**config.mk**
```make
export PLATFORM = sky130hd
export DESIGN_NAME = press_decoder_flat
export DESIGN_NICKNAME = d
export VERILOG_FILES = /design/src/rtl/press_decoder_if.sv /design/src/rtl/press_decoder.sv /design/src/flat_wrapper.sv
export SDC_FILE = /design/constraint.sdc
export NUM_CORES = 1
export LEC_CHECK = 0
export ABC_CLOCK_PERIOD_IN_PS = 2060
export BUFFER_PORTS_ARGS = -buffer_cell sky130_fd_sc_hd__buf_2
export CORE_AREA = 2 2 50 75
export DETAILED_ROUTE_END_ITERATION = 16
export DIE_AREA = 0 0 52 77
export GPL_ROUTABILITY_DRIVEN = 0
export SLEW_MARGIN = 40
export SYNTH_ARGS = -nofsm -noshare
export SYNTH_HDL_FRONTEND = slang
export SYNTH_SLANG_ARGS = --single-unit
export TNS_END_PERCENT = 10
```
**constraint.sdc**
```tcl
create_clock -name clk -period 2.06 [get_ports clk]
set_input_delay 0.309 -clock clk [delete_from_list [all_inputs] [get_ports clk]]
set_output_delay 0.309 -clock clk [all_outputs]
set_load 0.005 [all_outputs]
```
**src/rtl/press_decoder_if.sv**
```systemverilog
// Button-level bundle between the debounce side (master) and the press decoder (slave).
// A level goes in and registered event pulses come out. There is no backpressure and no valid/ready pair.
interface press_decoder_if;
  logic       d;
  logic       short_p;
  logic       long_p;
  logic       double_p;
  logic       held;
  logic [7:0] press_cnt;

  modport master (output d, input short_p, long_p, double_p, held, press_cnt);
  modport slave  (input d, output short_p, long_p, double_p, held, press_cnt);
endinterface

```
**src/rtl/press_decoder.sv**
```systemverilog
// Turns a debounced button level into short/long/double-click pulses.
// Also produces a held level and a wrapping press counter. state_dbg mirrors the FSM state.
module press_decoder #(
  parameter int LONG_CYCLES = 16,
  parameter int DBL_GAP     = 8,
  parameter int TW          = 8
) (
  input  logic              clk,
  input  logic              rst,
  press_decoder_if.slave    bus,
  output logic [2:0]        state_dbg
);

  typedef enum logic [2:0] {IDLE, PRESS1, LONG, GAP, PRESS2} state_t;

  localparam logic [TW-1:0] LONG_LAST = TW'(LONG_CYCLES - 1);
  localparam logic [TW-1:0] GAP_LAST  = TW'(DBL_GAP - 1);
  localparam logic [TW-1:0] TICK      = TW'(1);

  state_t        state;
  logic [TW-1:0] timer;
  logic          d_q;
  logic          rise;
  logic          fall;

  assign rise      = bus.d & ~d_q;
  assign fall      = ~bus.d & d_q;
  assign state_dbg = state;

  always_ff @(posedge clk or posedge rst) begin
    if (rst) begin
      state         <= IDLE;
      timer         <= '0;
      d_q           <= 1'b0;
      bus.short_p   <= 1'b0;
      bus.long_p    <= 1'b0;
      bus.double_p  <= 1'b0;
      bus.held      <= 1'b0;
      bus.press_cnt <= 8'd0;
    end else begin
      d_q          <= bus.d;
      bus.short_p  <= 1'b0;
      bus.long_p   <= 1'b0;
      bus.double_p <= 1'b0;
      if (rise) bus.press_cnt <= bus.press_cnt + 8'd1;

      case (state)
        IDLE: begin
          if (rise) begin
            state <= PRESS1;
            timer <= '0;
          end
        end
        PRESS1: begin
          // A release in the timeout cycle still counts as a short candidate.
          if (fall) begin
            state <= GAP;
            timer <= '0;
          end else if (timer == LONG_LAST) begin
            state      <= LONG;
            timer      <= '0;
            bus.long_p <= 1'b1;
            bus.held   <= 1'b1;
          end else begin
            timer <= timer + TICK;
          end
        end
        LONG: begin
          if (fall) begin
            state    <= IDLE;
            timer    <= '0;
            bus.held <= 1'b0;
          end
        end
        GAP: begin
          // A second press in the timeout cycle still makes a double click.
          if (rise) begin
            state        <= PRESS2;
            timer        <= '0;
            bus.double_p <= 1'b1;
          end else if (timer == GAP_LAST) begin
            state       <= IDLE;
            timer       <= '0;
            bus.short_p <= 1'b1;
          end else begin
            timer <= timer + TICK;
          end
        end
        PRESS2: begin
          if (fall) begin
            state <= IDLE;
            timer <= '0;
          end
        end
        default: begin
          state <= IDLE;
          timer <= '0;
        end
      endcase
    end
  end

endmodule
```
**src/flat_wrapper.sv**
```systemverilog
// flat-port wrapper written by rule: the top's interface ports become plain ports
module press_decoder_flat 
#(
  parameter int LONG_CYCLES = 16,
  parameter int DBL_GAP     = 8,
  parameter int TW          = 8
)
  (clk, rst, state_dbg, bus_d, bus_short_p, bus_long_p, bus_double_p, bus_held, bus_press_cnt);
  press_decoder_if bus_i ();
  input  logic clk;
  input  logic rst;
  output logic [2:0] state_dbg;
  input wire logic [$bits(bus_i.d)-1:0] bus_d;
  output wire logic [$bits(bus_i.short_p)-1:0] bus_short_p;
  output wire logic [$bits(bus_i.long_p)-1:0] bus_long_p;
  output wire logic [$bits(bus_i.double_p)-1:0] bus_double_p;
  output wire logic [$bits(bus_i.held)-1:0] bus_held;
  output wire logic [$bits(bus_i.press_cnt)-1:0] bus_press_cnt;
  assign bus_i.d = bus_d;
  assign bus_short_p = bus_i.short_p;
  assign bus_long_p = bus_i.long_p;
  assign bus_double_p = bus_i.double_p;
  assign bus_held = bus_i.held;
  assign bus_press_cnt = bus_i.press_cnt;
  press_decoder #(.LONG_CYCLES(LONG_CYCLES), .DBL_GAP(DBL_GAP), .TW(TW)) u_core (.clk(clk), .rst(rst), .bus(bus_i), .state_dbg(state_dbg));
endmodule
```
==> flow_metrics.env <==
export IMPL_yosys_warnings=0
export IMPL_hold_class="primary input to asynchronous set/reset pin"
export IMPL_cp_start_kind="flip-flop"
export IMPL_cts_sinks=24
export IMPL_period_needed_ps=1820
export IMPL_hold_buffers=0
export IMPL_dp_hpwl_mm=2.05
export IMPL_cts_made_buffers=3
export IMPL_antenna_found_initial=0
export IMPL_r2r_end="u_core.timer[4]"
export IMPL_clkLatencyLatePin_ps=260
export IMPL_grt_pass1_wl_mm=4.95
export IMPL_yosysSeqAreaShare_pct=46.8
export IMPL_status="finished clean"
export IMPL_vias=1093
export IMPL_grt_pass1_vias=1078
export IMPL_yosysTopAreaCell="dfrtp_1"
export IMPL_finalSetupViolCount=0
export IMPL_crit_type="flip-flop to flip-flop"
export IMPL_synth_nets=137
export IMPL_ys_seq_elements=24
export IMPL_cts_setup_buffers=0
export IMPL_finalWirelength_mm=2.74
export IMPL_vias_per_cell=5.61
export IMPL_syn_area_um2=1280
export IMPL_r2r_start="u_core.timer[4]"
export IMPL_yosysTopAreaCellShare_pct=46.8
export IMPL_root_buffer="clkbuf_8"
export IMPL_grt_max_degree=25
export IMPL_clockBufferDepth=2
export IMPL_fin_cells=195
export IMPL_peakVddDrop_mv=0.527
export IMPL_rsz0062_at_grt="false"
export IMPL_arrival_ps=1960
export IMPL_cp_required_ps=2200
export IMPL_die_w_um=52
export IMPL_drc=0
export IMPL_ctsResizeCount=0
export IMPL_synth_distinct_cells=36
export IMPL_final_cell_mix="dfrtp_1 (24), buf_2 (17), nand2_1 (15)"
export IMPL_power_per_cell_area_nw_per_um2=1080
export IMPL_wl_per_cell_um=14.0
export IMPL_io_pin_count=18
export IMPL_p_leak_uw=0.000655
export IMPL_critPathCaptureType="flip-flop"
export IMPL_critPathMaxFanout=8
export IMPL_tightest_slew_ps=715
export IMPL_diodes=0
export IMPL_core_region_area_um2=3350
export IMPL_dp_cells=191
export IMPL_finalCritPeriodShare_pct=88.6
export IMPL_power_uw=1620
export IMPL_drtAntennaViolNets=0
export IMPL_start_util_pct=38.3
export IMPL_reg2reg_depth=4
export IMPL_final_common_cell="dfrtp_1"
export IMPL_drt_pass1_iterations=4
export IMPL_cts_tree="built"
export IMPL_fin_util_pct=44.7
export IMPL_rows=26
export IMPL_fin_skew_ps=2.49
export IMPL_drt_iter0_markers=47
export IMPL_design_die_area_um2=4000
export IMPL_place_port_buffers=17
export IMPL_setup_tns_final_ps=0
export IMPL_finalMaxSlewViolations=0
export IMPL_chipHeight_um=77
export IMPL_syn_to_final_growth_pct=16.9
export IMPL_syn_inst=131
export IMPL_layout_drive_gt1_share_pct=21.6
export IMPL_h_tree_depth=1
export IMPL_rrSetupSlack_ps=240
export IMPL_maxCapViolations=0
export IMPL_nets=160
export IMPL_path_clk_slew_ps=90
export IMPL_avgSynthCellArea_um2=9.79
export IMPL_synth_area_leaders="dfrtp_1 (47%), o211ai_1 (5.3%), nand3_1 (5.1%)"
export IMPL_fmax_mhz=548
export IMPL_grt_overflow_total=0
export IMPL_final_hold_viol_count=0
export IMPL_timing_slew_headroom_pct=52.3
export IMPL_grt_usage_pct=15.9
-- registers in the layout, indices dropped and copies added, names as in the netlist --
register,count
u_core.bus.short_p,1
u_core.bus.held,1
u_core.bus.double_p,1
u_core.bus.long_p,1
u_core.d_q,1
u_core.state_dbg,3
u_core.bus.press_cnt,8
u_core.timer,8
-- how the worst max path moves through the flow --
stage,slack [ps],start,endpoint,cells after the start
after global placement,280,u_core.timer[4],u_core.timer[7],4
final,240,u_core.timer[4],u_core.timer[4],4
after detailed placement,250,u_core.timer[4],u_core.timer[6],4
after global routing,130,u_core.state_dbg[1],u_core.timer[2],4
after floorplan,370,u_core.timer[4],u_core.timer[7],4
after CTS,230,u_core.timer[4],u_core.timer[6],4
-- cells in the mapped netlist (all sizes together) --
library cell / n
nor4: 1
a211o: 1
nand3: 13
buf: 2
nand4: 2
a41o: 1
xnor2: 4
nand3b: 2
o211a: 2
clkbuf: 3
dfrtp: 24
o31ai: 2
a221oi: 1
or2: 1
nor3: 5
nor2b: 3
a311oi: 1
mux2i: 1
a22oi: 1
xor2: 2
o211ai: 9
a31oi: 2
o2111ai: 1
nor4b: 1
nand2b: 2
o21ai: 9
nand2: 15
nor2: 8
inv: 5
a21oi: 2
ha: 3
or3: 1
or4b: 1
-- critical path, stage by stage (launching register included) --
cell and delay (ps):
dfrtp_1 440, or4b_4 570, o211a_4 300, o21ai_4 260, o211ai_1 130
-- cells by family (layout without fill, tap and decap cells) --
group	count (synthesis)	count (layout)	share of synthesized area, %
adder cells (fa/ha/maj)	3	3	2.93
AO/OA/AOI/OAI	32	32	20.7
XOR/XNOR	6	6	4.10
buffers and inverters	10	32	3.12
AND/OR/NAND/NOR	55	55	21.6
multiplexers	1	1	0.781
flip-flops	24	24	46.8
-- final cells by class --
cell class                      instances  area, um^2
Timing Repair Buffer                   23         130
Sequential cell                        24         601
Multi-Input combinational cell         97         642
Fill cell                             324        1850
Inverter                                5        18.8
Tap cell                               42        52.6
Clock buffer                            4        55.1
-- report_power, final --
part / switching (uW) / internal (uW)
Clock: 148 / 170
Sequential: 159 / 575
Combinational: 317 / 251
Total: 624 / 996
-- metal layers --
metal / vias up / track usage [%] / wire length (um)
met5: - / 0 / 0
met4: 0 / 10.3 / 100
met3: 10 / 1.95 / 88
met2: 27 / 25.3 / 1400
met1: 531 / 19.6 / 1150
li1: 525 / - / -
-- stage by stage --
step | hold slack (ps) | setup slack, ps | cell area (um^2)
detailed placement | 371 | 251 | 1440
finish | 71.8 | 235 | 1500
CTS | 83.1 | 231 | 1500
global route | 101 | 129 | 1500
global placement | 368 | 277 | 1440
floorplan | 324 | 368 | 1280
Power figures use the tool's default switching activity.
